`src/rtl/alu_op_scheduler.sv`:
```
// Two-requester scheduler around one registered 5-bit signed ALU (add, sub, shift-add mul, max).
// Define ALU_SCHED_RR_EN for round-robin on contention; otherwise req0 has fixed priority.
module alu_op_scheduler #(
    parameter int W = 5
) (
    input  logic           clk,
    input  logic           rst_n,
    input  logic           req0_valid,
    output logic           req0_ready,
    input  logic [W-1:0]   req0_a,
    input  logic [W-1:0]   req0_b,
    input  logic [1:0]     req0_sel,
    input  logic           req1_valid,
    output logic           req1_ready,
    input  logic [W-1:0]   req1_a,
    input  logic [W-1:0]   req1_b,
    input  logic [1:0]     req1_sel,
    output logic           res_valid,
    input  logic           res_ready,
    output logic [2*W-1:0] res_data,
    output logic           res_id,
    output logic           busy
);
    localparam int MUL_CYC = W;
    localparam int CW      = $clog2(MUL_CYC + 1);

    typedef enum logic [1:0] {IDLE, EXEC, MUL, RESP} state_t;

    state_t           state_q, state_d;
    logic [W-1:0]     a_q, a_d, b_q, b_d;
    logic [1:0]       sel_q, sel_d;
    logic             id_q, id_d;
    logic [CW-1:0]    cnt_q, cnt_d;
    logic [2*W-1:0]   acc_q, acc_d;
    logic [2*W-1:0]   res_data_q, res_data_d;
    logic             res_id_q, res_id_d;
    logic             last_grant_q, last_grant_d;

    logic             any_valid, contested_grant, grant, accept;
    logic signed [W:0] ext_a, ext_b, sum, diff;
    logic [2*W-1:0]   alu_res, a_wide, partial, mul_next;
    logic             last_step;

    // Arbitration: a lone requester always wins; contention resolved by the build option.
    always_comb begin
        any_valid = req0_valid | req1_valid;
`ifdef ALU_SCHED_RR_EN
        contested_grant = ~last_grant_q;
`else
        contested_grant = 1'b0 & last_grant_q;
`endif
        if (req0_valid && req1_valid) grant = contested_grant;
        else                          grant = req1_valid;
        accept     = (state_q == IDLE) && any_valid;
        req0_ready = accept && !grant;
        req1_ready = accept && grant;
    end

    // Single-cycle ops are evaluated at W+1 bits, then sign-extended to the result width.
    always_comb begin
        ext_a = {a_q[W-1], a_q};
        ext_b = {b_q[W-1], b_q};
        sum   = ext_a + ext_b;
        diff  = ext_a - ext_b;
        case (sel_q)
            2'b00:   alu_res = {{(W-1){sum[W]}}, sum};
            2'b01:   alu_res = {{(W-1){diff[W]}}, diff};
            2'b11:   alu_res = ($signed(a_q) >= $signed(b_q)) ? {{W{a_q[W-1]}}, a_q}
                                                               : {{W{b_q[W-1]}}, b_q};
            default: alu_res = '0;
        endcase
    end

    // Shift-add multiply; the B sign bit carries negative weight, so its step subtracts.
    always_comb begin
        a_wide    = {{W{a_q[W-1]}}, a_q};
        partial   = a_wide << cnt_q;
        last_step = (cnt_q == CW'(MUL_CYC - 1));
        mul_next  = acc_q;
        if (b_q[cnt_q]) mul_next = last_step ? (acc_q - partial) : (acc_q + partial);
    end

    always_comb begin
        state_d      = state_q;
        a_d          = a_q;
        b_d          = b_q;
        sel_d        = sel_q;
        id_d         = id_q;
        cnt_d        = cnt_q;
        acc_d        = acc_q;
        res_data_d   = res_data_q;
        res_id_d     = res_id_q;
        last_grant_d = last_grant_q;
        case (state_q)
            IDLE: begin
                if (accept) begin
                    a_d          = grant ? req1_a   : req0_a;
                    b_d          = grant ? req1_b   : req0_b;
                    sel_d        = grant ? req1_sel : req0_sel;
                    id_d         = grant;
                    last_grant_d = grant;
                    cnt_d        = '0;
                    acc_d        = '0;
                    state_d      = (sel_d == 2'b10) ? MUL : EXEC;
                end
            end
            EXEC: begin
                res_data_d = alu_res;
                res_id_d   = id_q;
                state_d    = RESP;
            end
            MUL: begin
                acc_d = mul_next;
                cnt_d = cnt_q + 1'b1;
                if (last_step) begin
                    res_data_d = mul_next;
                    res_id_d   = id_q;
                    state_d    = RESP;
                end
            end
            RESP: begin
                if (res_ready) state_d = IDLE;
            end
            default: state_d = IDLE;
        endcase
    end

    always_ff @(posedge clk or negedge rst_n) begin
        if (!rst_n) begin
            state_q      <= IDLE;
            a_q          <= '0;
            b_q          <= '0;
            sel_q        <= '0;
            id_q         <= 1'b0;
            cnt_q        <= '0;
            acc_q        <= '0;
            res_data_q   <= '0;
            res_id_q     <= 1'b0;
            last_grant_q <= 1'b1;
        end else begin
            state_q      <= state_d;
            a_q          <= a_d;
            b_q          <= b_d;
            sel_q        <= sel_d;
            id_q         <= id_d;
            cnt_q        <= cnt_d;
            acc_q        <= acc_d;
            res_data_q   <= res_data_d;
            res_id_q     <= res_id_d;
            last_grant_q <= last_grant_d;
        end
    end

    assign res_valid = (state_q == RESP);
    assign busy      = (state_q != IDLE);
    assign res_data  = res_data_q;
    assign res_id    = res_id_q;

endmodule

```
`config.mk`:
```
export PLATFORM = sky130hd
export DESIGN_NAME = alu_op_scheduler
export DESIGN_NICKNAME = d
export VERILOG_FILES = /design/src/rtl/alu_op_scheduler.sv
export SDC_FILE = /design/constraint.sdc
export NUM_CORES = 1
export LEC_CHECK = 0
export BUFFER_PORTS_ARGS = -buffer_cell sky130_fd_sc_hd__buf_4
export CAP_MARGIN = 5
export CORE_MARGIN = 2
export CORE_UTILIZATION = 40
export CTS_CLUSTER_SIZE = 12
export DETAILED_ROUTE_END_ITERATION = 7
export GPL_TIMING_DRIVEN = 0
export SYNTH_ARGS = -nofsm -noshare
export SYNTH_HDL_FRONTEND = slang
export SYNTH_SLANG_ARGS = --single-unit
```
`constraint.sdc`:
```
create_clock -name clk -period 7.7 [get_ports clk]
set_input_delay 0.77 -clock clk [delete_from_list [all_inputs] [get_ports clk]]
set_output_delay 0.77 -clock clk [all_outputs]
set_load 0.05 [all_outputs]
```
# Word level (Yosys, flattened, before mapping)

Cells that the tools add are included.

Output and inout port bits: 15
Register bits after elaboration: 39

Bitwise logic cells: 1
Reductions and logical operators: 14
Shift operators: 1
Add/subtract/negate cells: 5
Magnitude comparators: 2
Eq/ne operators: 10
Multiplexer cells: 23

Operators by type and width:

| kind                  | number |
|---|---|
| $mux W10              | 5 |
| $pmux W10 S2          | 2 |
| $pmux W10 S3          | 1 |
| $add A10 B10 Y10      | 1 |
| $mux W2               | 5 |
| $mux W5               | 2 |
| $shl A10 B3 Y10       | 1 |
| $sub A10 B10 Y10      | 1 |
| $eq A2 B2 Y1 const B  | 4 |
| $pmux W2 S4           | 1 |
| $add A5 B5 Y6         | 1 |
| $pmux W3 S2           | 1 |
| $reduce_and A2 Y1     | 3 |
| $reduce_bool A2 Y1    | 3 |
| $sub A5 B5 Y6         | 1 |
| $ge A5 B5 Y1          | 1 |
| $eq A2 B1 Y1 const B  | 2 |
| $logic_and A1 B1 Y1   | 4 |
| $logic_not A2 Y1      | 2 |
| $lt A3 B4 Y1 const B  | 1 |
| $ne A2 B2 Y1 const B  | 2 |
| $add A3 B1 Y3 const B | 1 |
| $bmux W1 S3           | 1 |
| $eq A3 B3 Y1 const B  | 1 |
| 7 further kinds       | 9 |

# Logic depth before layout (Yosys ltp)

Gate-level depths: netlist of run 1.

Word-level depth: 7
Mapped depth: 17

# Least setup slack after synthesis of run 1

No wires, ideal clock.

Path kind: flip-flop to flip-flop
Start: register cnt_q[2]
End: register acc_q[9]
Clock period less this slack: 3583 ps
Data arrival time: 3518 ps
Slack: 4117 ps
Stages on the path, launching flop included: 16
Cells stage by stage: dfrtp_1 -> clkbuf_2 -> buf_1 -> clkbuf_1 -> or3_1 -> ha_1 -> o21ai_0 -> o31ai_1 -> xnor2_1 -> ha_1 -> or3_1 -> o22ai_1 -> o21ai_0 -> a211o_1 -> a2111oi_2 -> a211o_1

Word-level cells in the longest chain between the ends: 5

RTL lines:

| item                                                        | RTL line | RTL |
|---|---|---|
| start: declaration                                          | 33       | `logic [CW-1:0] cnt_q, cnt_d;` |
| start signal: assignment                                    | 146      | `cnt_q <= cnt_d;` |
| $shl A10 B3 Y10                                             | 77       | `partial = a_wide << cnt_q;` |
| $add A10 B10 Y10 / $sub A10 B10 Y10 (equally long branches) | 80       | `if (b_q[cnt_q]) mul_next = last_step ? (acc_q - partial) : (acc_q + partial);` |
| $mux W10                                                    | 80       |  |
| $mux W10 (*)                                                | 80       |  |
| $pmux W10 S2 (*)                                            | 94       | `case (state_q)` |
| end signal: assignment                                      | 136      | `acc_q <= '0;` |
| end signal: assignment                                      | 147      | `acc_q <= acc_d;` |
| end: declaration                                            | 34       | `logic [2*W-1:0] acc_q, acc_d;` |

Mark *: on every way between the ends. The rest lies on a longest branch, timed or not. The select of a mux whose other input is x is not followed.
A chain may end at the register's enable or synchronous reset.

# Worst setup path after layout of run 1

Same ends and word-level chain as after synthesis.

==> results.ini, run 1 <==
[worst_setup_path]
crit_arrival_ns = 4.56
path_cells = clkbuf_2 > buf_1 > clkbuf_1 > or3_1 > ha_1 > o21ai_0 > nor4_1 > nor2_1 > xor2_1 > nand2_1 > o21ai_0 > ha_1 > nand2_1 > o21ai_0 > nand4b_1 > a2111oi_2 > a211o_1
start_kind = flop
crit_path_start = cnt_q[2]$_DFFE_PN0P_
end_kind = flop
slowest_delay_ns = 0.41
crit_type = reg2reg
crit_slowest_cell = a2111oi_2
rr_startpoint = cnt_q[2]$_DFFE_PN0P_
worstPathRequired_ns = 7.93
crit_top_cell = o21ai_0
path_max_fanout = 10
cp_top_family = compound AO/OA/AOI/OAI gates
cp_num_buf_inv = 3

[clocking]
ctsHoldBuffers = 0
clockBufferDepth = 2
cts.sinks = 39
clk_latency_ns = 0.29
cts_tree = yes
cts-root-buf = clkbuf_8
cts_buffers = 5
cts_resized = 0
htree_num_levels = 2
post_cts_buffers = 0
clkTransAtPathRegs_ns = 0.08

[timing]
finalCritPeriodShare_pct = 56.23
finalHoldViolCount = 0
worst_slew_pin_slew_ns = 0.7789
rsz0062_at_grt = no
relSlewSlack_pct = 47.72
clock_skew_ns = 0.007645
tns_ns = 0
setup_viol = 0
period_needed_ns = 4.330
drv_slew = 0
fmax_mhz = 231.0

[layout]
multi_input_comb_area_um2 = 2187
finalNetCount = 526
seqCellArea_um2 = 975.9
fillers = 828
area_growth_pct = 15.58
drive_above_1_share_pct = 13.65
num_antenna_cells = 0

[logic_synthesis]
avgSynthCellArea_um2 = 8.014
syn_area_um2 = 3366
synth_edf_count = 0
async_reset_ff_share_pct = 100.0
synth-seq-cells = 39
yosysUniqueCellTypes = 63
synthCells = 420
ys_seq_area_share_pct = 29.00
yosysTopAreaCell = dfrtp_1
yosys_warnings = 0
yosys-top-cells-count = nand2_1 (56), o21ai_0 (48), dfrtp_1 (39), nor2_1 (33), inv_1 (27)
ys.flop_type = dfrtp_1
yosysMostFrequentCell = nand2_1
syn_nets = 478
synth_top_area_share_pct = 29.00
synthTopCellsByArea = dfrtp_1 (29%), ha_1 (9.7%), o21ai_0 (7.1%), nand2_1 (6.2%), a21oi_1 (3.9%)

[drt]
drc = 0
dr_total_vias = 3184
postRouteAntennaNets = 0
wl_per_cell_um = 15.38
drt_iter0_drc = 204
drt-total-wl_mm = 8.826
dr.pass1.iters = 4
routed_via_density = 5.547

[grt]
grt_max_degree = 40
overflow = 0
grt_pass1_wl_mm = 15.22
antenna_found_initial = 0
grt_pass1_vias = 3064
track_usage_pct = 21.13

[die]
io_pins = 44
core_um2 = 8175
die_x_um = 95.73
rows = 33
start_util_pct = 41.17
die_height_um = 95.73
die-area_um2 = 9164

[placed_design]
routabilityCongestion = 0.8879
dpl.hpwl_mm = 6.894
port_buffers = 41

[min_path]
min_path_type = in2async

[job]
max-cap-violations = 0

[run_status]
status = finished clean

==> worst register-to-register path: cells and delay by family (launching register included) <==
kind	cells	cell delay (ns)
compound gates	5	1.21
simple gates	6	1.05
buf+inv	3	0.95
fa+ha+maj	2	0.56
flops	1	0.33
xor+xnor	1	0.17
==> stage by stage <==
step / cells / util, % / hold WS [ns] / setup WS, ns / area [um^2]
floorplan: 420 / - / 0.4395 / 4.117 / 3366
global placement: 566 / 46.54 / 0.4682 / 3.451 / 3805
detailed placement: 566 / 46.54 / 0.4759 / 3.499 / 3805
CTS: 574 / 47.58 / 0.4596 / 3.442 / 3890
global route: 574 / 47.58 / 0.4749 / 2.999 / 3890
finish: 574 / 47.58 / 0.4425 / 3.370 / 3890
==> layout by cell type, fill, tap and decap left out, types with 10 or more instances in the layout <==
cell type  count
nand2_1       56
clkbuf_1      17
o21ai_0       48
buf_4         42
a22oi_1       10
inv_1         27
a21oi_1       26
dfrtp_1       39
nor2_1        33
ha_1          26
==> path summary, 6_finish.rpt <==
check	to	slack, ns	cells past startpoint
worst max-delay path	acc_q[9]$_DFFE_PN0P_	3.37	17
worst min-delay path	res_data[2]$_DFFE_PN0P_	0.44	1
worst max register to register	acc_q[9]$_DFFE_PN0P_	3.37	17
worst min register to register	res_id$_DFFE_PN0P_	0.49	2
max in group asynchronous	state_q[0]$_DFFE_PN0P_	6.89	1
min in group clk	res_id$_DFFE_PN0P_	0.49	2
==> registers in the layout, summed over array words and instances (netlist names) <==
| register | cells |
|---|---|
| a_q | 5 |
| b_q | 5 |
| sel_q | 2 |
| id_q | 1 |
| res_id | 1 |
| res_data | 10 |
| state_q | 2 |
| cnt_q | 3 |
| acc_q | 10 |
==> cell type report <==
cell class                 count  share of cell area (%)
buffer                        22                   2.509
clock buffer                   6                   1.866
clock inverter                 2                  0.3216
inverter                      28                   2.702
multi-input combinational    331                   56.22
sequential                    39                   25.09
tap                          105                   3.377
timing repair buffer          41                   7.913
==> logic make-up (layout without fill, tap and decap cells) <==
logic type,after synthesis,in the layout,synth area share [%]
xor gates and xnor gates,12,12,3.123
DFF,39,39,29.00
AOI/OAI and AO/OA,142,142,26.84
buffers and inverters,50,99,6.022
muxes,14,14,5.427
adders and majority gates,29,29,11.45
and+or+nand+nor,134,134,18.14
==> routing by layer <==
metal	global-route usage, %	part of all wire [%]
met5	0	0
met4	4.762	1.2
met3	2.036	3.3
met2	34.09	47
met1	30.72	48
Power of run 1 is not shown: default switching activity piles up to over one toggle a cycle in this logic, so the estimate is an artifact.
==> run 2, diff against run 1 <==
Clock period 7.7 ns to 4.48 ns, I/O delays scaled along.
==> results.ini, run 2 (synthesis results as in run 1) <==
[drt]
dr_total_vias = 3178  ; -0.19%
drt-total-wl_mm = 8.751  ; -0.85%
postRouteAntennaNets = 0  ; unchanged
dr.pass1.iters = 4  ; unchanged
drt_iter0_drc = 205  ; +0.49%
wl_per_cell_um = 15.27  ; -0.68%
drc = 0  ; unchanged
routed_via_density = 5.546  ; about the same

[layout]
drive_above_1_share_pct = 13.68  ; +0.029 points
final_common_cell = nand2_1
fin_area_um2 = 3886  ; about the same
area_growth_pct = 15.46  ; about the same
final_cell_count_no_fill = 573  ; -0.17%
num_antenna_cells = 0  ; unchanged
layout_common_cells = nand2_1 (56), o21ai_0 (48), buf_4 (42)
finalNetCount = 525  ; -0.19%
fillers = 830  ; +0.24%

[worst_setup_path]
r2r_slack_ns = 0.43  ; -2.94 ns
end_kind = flop
path_cells = buf_4 > clkbuf_1 > or3_1 > ha_1 > o21ai_0 > o31ai_1 > xnor2_1 > ha_1 > o21ai_0 > a21oi_1 > o22ai_1 > o21ai_0 > nand4b_1 > a2111oi_2 > a211o_1
start_kind = flop
crit_slowest_cell = or3_1
slowest_delay_ns = 0.47  ; +0.06 ns
worstPathRequired_ns = 4.71  ; -3.22 ns
crit_arrival_ns = 4.28  ; -0.28 ns
crit_type = reg2reg
crit_path_start = cnt_q[0]$_DFFE_PN0P_
path_max_fanout = 10  ; unchanged
rr_startpoint = cnt_q[0]$_DFFE_PN0P_
crit_top_cell = o21ai_0

[clocking]
clk_latency_ns = 0.29  ; about the same
cts_tree = yes
clockBufferDepth = 2  ; unchanged
cts-root-buf = clkbuf_8
post_cts_buffers = 0  ; unchanged
clkTransAtPathRegs_ns = 0.08  ; about the same
htree_num_levels = 2  ; unchanged
cts.sinks = 39  ; unchanged
cts_buffers = 5  ; unchanged
ctsHoldBuffers = 0  ; unchanged
cts_resized = 0  ; unchanged

[grt]
antenna_found_initial = 0  ; unchanged
grt_pass1_vias = 3064  ; unchanged
overflow = 0  ; unchanged
grt_pass1_wl_mm = 15.22  ; unchanged
track_usage_pct = 21.13  ; unchanged
grt_max_degree = 40  ; unchanged

[timing]
relSlewSlack_pct = 49.01  ; +1.3 points
setup_viol = 0  ; unchanged
tns_ns = 0  ; unchanged
drv_slew = 0  ; unchanged
finalHoldViolCount = 0  ; unchanged
fmax_mhz = 246.8  ; +6.9%
finalCritPeriodShare_pct = 90.45  ; +34 points
period_needed_ns = 4.052  ; -0.2778 ns
rsz0062_at_grt = no
clock_skew_ns = 0.007715  ; +0.00006983 ns
worst_slew_pin_slew_ns = 0.7597  ; -0.01921 ns

[die]
io_pins = 44  ; unchanged
core_um2 = 8175  ; unchanged
die-area_um2 = 9164  ; unchanged
rows = 33  ; unchanged
start_util_pct = 41.17  ; unchanged
die_height_um = 95.73  ; unchanged
die_x_um = 95.73  ; unchanged

[placed_design]
place_inst = 566  ; unchanged
port_buffers = 41  ; unchanged
dpl.hpwl_mm = 6.894  ; unchanged
place_area_um2 = 3805  ; unchanged
routabilityCongestion = 0.8879  ; unchanged

[run_status]
status = finished clean

[job]
max-cap-violations = 0  ; unchanged

[min_path]
min_path_type = in2async

[run 2: cell types whose count changed in the layout (fill, tap and decap cells not counted), sizes merged]
cell | previous run | this run
buf | 46 | 45
[run 2: critical path, delay by kind of cell (launching register included)]
| kind | cells | cell delay [ns] |
|---|---|---|
| AND/OR/NAND/NOR | 2 | 0.69 |
| flip-flops | 1 | 0.41 |
| buffers and inverters | 2 | 0.43 |
| adder cells (fa/ha/maj) | 2 | 0.54 |
| AO/OA/AOI/OAI | 8 | 1.77 |
| XOR/XNOR | 1 | 0.15 |
[run 2: path summary, 6_finish.rpt]
kind,to,depth (start not counted)
worst max-delay path,acc_q[9]$_DFFE_PN0P_,15
worst min-delay path,res_data[2]$_DFFE_PN0P_,1
worst max register to register,acc_q[9]$_DFFE_PN0P_,15
worst min register to register,res_id$_DFFE_PN0P_,2
max in group asynchronous,state_q[0]$_DFFE_PN0P_,1
min in group clk,sel_q[1]$_DFFE_PN0P_,2
[run 2: cell type report]
class,count,area [um^2],share of cell area [%]
plain buffers,21,93.84,2.415
clock buffers,6,72.57,1.867
clock inverters,2,12.51,0.3220
inverters,28,105.1,2.704
multi-input cells,331,2187,56.28
flip-flops and latches,39,975.9,25.11
well taps,105,131.4,3.381
repair buffers,41,307.8,7.920
[run 2: layer usage]
metal	vias up	GRT usage (%)	part of all wire, %
met5	-	0	0
met4	0	4.762	1.4
met3	9	2.036	4.0
met2	76	34.09	47
met1	1488	30.72	47
li1	1605	-	-
[run 2: stage by stage]
step	setup slack [ns]	hold slack [ns]	utilization, %
global route	0.07923	0.1529	47.54
global placement	0.2315	0.4534	46.54
detailed placement	0.2795	0.4597	46.54
finish	0.4279	0.1162	47.54
CTS	0.2220	0.1376	47.58
floorplan	0.8969	0.1524	-
Power of run 2 is left out for the same reason.
==> run 3, diff against run 2 <==
Settings changed: REMOVE_ABC_BUFFERS from default to 1.
==> results.ini, run 3 (synthesis results as in run 1) <==
[run_status]
status = finished clean

[worst_setup_path]
path_cells = mux2_1 > a21boi_0 > o21ai_0 > nor4_1 > nor2_1 > xor2_1 > nand2_1 > o21ai_0 > ha_1 > nand2_1 > o21ai_0 > nand4b_1 > a2111oi_2 > a211o_1
start_kind = flop
cp_top_family = compound AO/OA/AOI/OAI gates
crit_slowest_cell = dfrtp_1
cp_num_buf_inv = 0  ; -2
crit_top_cell = o21ai_0
crit_arrival_ns = 4.30  ; +0.02 ns
slowest_delay_ns = 0.76  ; +0.29 ns
path_max_fanout = 20  ; +10
end_kind = flop
crit_type = reg2reg
worstPathRequired_ns = 4.72  ; about the same

[grt]
track_usage_pct = 20.08  ; -1.0 points
overflow = 0  ; unchanged
grt_max_degree = 40  ; unchanged
antenna_found_initial = 0  ; unchanged
grt_pass1_vias = 2934  ; -4.2%
grt_pass1_wl_mm = 14.25  ; -6.4%

[timing]
finalCritPeriodShare_pct = 90.60  ; +0.15 points
rsz0062_at_grt = no
period_needed_ns = 4.059  ; +0.006650 ns
worst_slew_pin_slew_ns = 0.7803  ; +0.02059 ns
relSlewSlack_pct = 47.87  ; -1.1 points
finalHoldViolCount = 0  ; unchanged
setup_viol = 0  ; unchanged
tns_ns = 0  ; unchanged
drv_slew = 0  ; unchanged
clock_skew_ns = 0.003286  ; -0.004429 ns
fmax_mhz = 246.4  ; -0.16%

[layout]
area_growth_pct = 13.75
num_antenna_cells = 0  ; unchanged
drive_above_1_share_pct = 14.41  ; +0.74 points
fin_area_um2 = 3829  ; -1.5%
fin_util_pct = 46.83  ; -0.70 points
final_common_cell = nand2_1
layout_common_cells = nand2_1 (56), o21ai_0 (48), buf_4 (44)
finalNetCount = 508  ; -3.2%

[drt]
dr.pass1.iters = 4  ; unchanged
wl_per_cell_um = 15.43  ; +1.0%
drt-total-wl_mm = 8.579  ; -2.0%
drc = 0  ; unchanged
postRouteAntennaNets = 0  ; unchanged
routed_via_density = 5.498  ; -0.87%
dr_total_vias = 3057  ; -3.8%
drt_iter0_drc = 163  ; -20%

[die]
die_height_um = 95.73  ; unchanged
core_um2 = 8175  ; unchanged
io_pins = 44  ; unchanged
rows = 33  ; unchanged
die-area_um2 = 9164  ; unchanged
die_x_um = 95.73  ; unchanged
start_util_pct = 41.17  ; unchanged

[placed_design]
place_area_um2 = 3734  ; -1.9%
port_buffers = 43  ; +4.9%
dpl.hpwl_mm = 6.602  ; -4.2%
routabilityCongestion = 0.8678  ; -2.3%

[clocking]
clkTransAtPathRegs_ns = 0.08  ; about the same
cts_tree = yes
clk_latency_ns = 0.30  ; about the same
clockBufferDepth = 2  ; unchanged
htree_num_levels = 2  ; unchanged
cts-root-buf = clkbuf_8
ctsHoldBuffers = 0  ; unchanged
cts_buffers = 5  ; unchanged
cts.sinks = 39  ; unchanged

[min_path]
min_path_type = in2async

[job]
max-cap-violations = 0  ; unchanged

-- run 3: cell count changes in the layout (fill, tap and decap cells not counted) --
cell      change
buf_2         -2
buf_4         +2
clkbuf_1     -16
clkbuf_2      -1
dfrtp_1       -2
dfrtp_2       +2
-- run 3: stage by stage --
step / instances / hold WS, ns / worst slack, ns
after CTS: 555 / 0.1389 / 0.1431
after detailed placement: 547 / 0.4619 / 0.1718
final: 556 / 0.1142 / 0.4212
after global placement: 546 / 0.4543 / 0.2343
after floorplan: 398 / 0.1524 / 0.8111
after global routing: 556 / 0.1459 / 0.05630
-- run 3: path summary, 6_finish.rpt --
path                                      start                      to  slack [ns]  cells past startpoint
setup / recovery           cnt_q[1]$_DFFE_PN0P_    acc_q[9]$_DFFE_PN0P_        0.42                     14
hold / removal                            rst_n  state_q[1]$_DFFE_PN0P_        0.11                      1
setup reg to reg           cnt_q[1]$_DFFE_PN0P_    acc_q[9]$_DFFE_PN0P_        0.42                     14
hold reg to reg              res_id$_DFFE_PN0P_      res_id$_DFFE_PN0P_        0.48                      2
max in group asynchronous                 rst_n    cnt_q[0]$_DFFE_PN0P_        3.99                      1
min in group clk                    req0_sel[1]    sel_q[1]$_DFFE_PN0P_        0.39                      2
-- run 3: worst reg2reg max path, stage by stage (launching register included) --
cell,delay [ns]
dfrtp_1,0.76
mux2_1,0.43
a21boi_0,0.36
o21ai_0,0.16
nor4_1,0.34
nor2_1,0.09
xor2_1,0.17
nand2_1,0.07
o21ai_0,0.10
ha_1,0.36
nand2_1,0.06
o21ai_0,0.34
nand4b_1,0.22
a2111oi_2,0.40
a211o_1,0.14
-- run 3: final cells by class --
class / instances / area [um^2]
fill: 844 / 4347
multi-input combinational: 331 / 2187
sequential: 39 / 978.4
timing repair buffer: 45 / 341.6
tap: 105 / 131.4
inverter: 28 / 105.1
clock buffer: 6 / 72.57
clock inverter: 2 / 12.51
-- run 3: metal layers --
layer  up-vias  wire length [um]  global-route usage, %
li1       1559                 -                      -
met1      1428              4074                  27.57
met2        62              4129                  33.68
met3         8               276                  2.662
met4         0                99                  4.762
met5         -                 0                      0
-- run 3: repair_timing --
action | 4_1_cts | 5_1_grt
buffers inserted | 0 | 0
resized for setup | 0 | 2
endpoints found under the setup margin | 0 | 4
Power of run 3 is left out for the same reason.
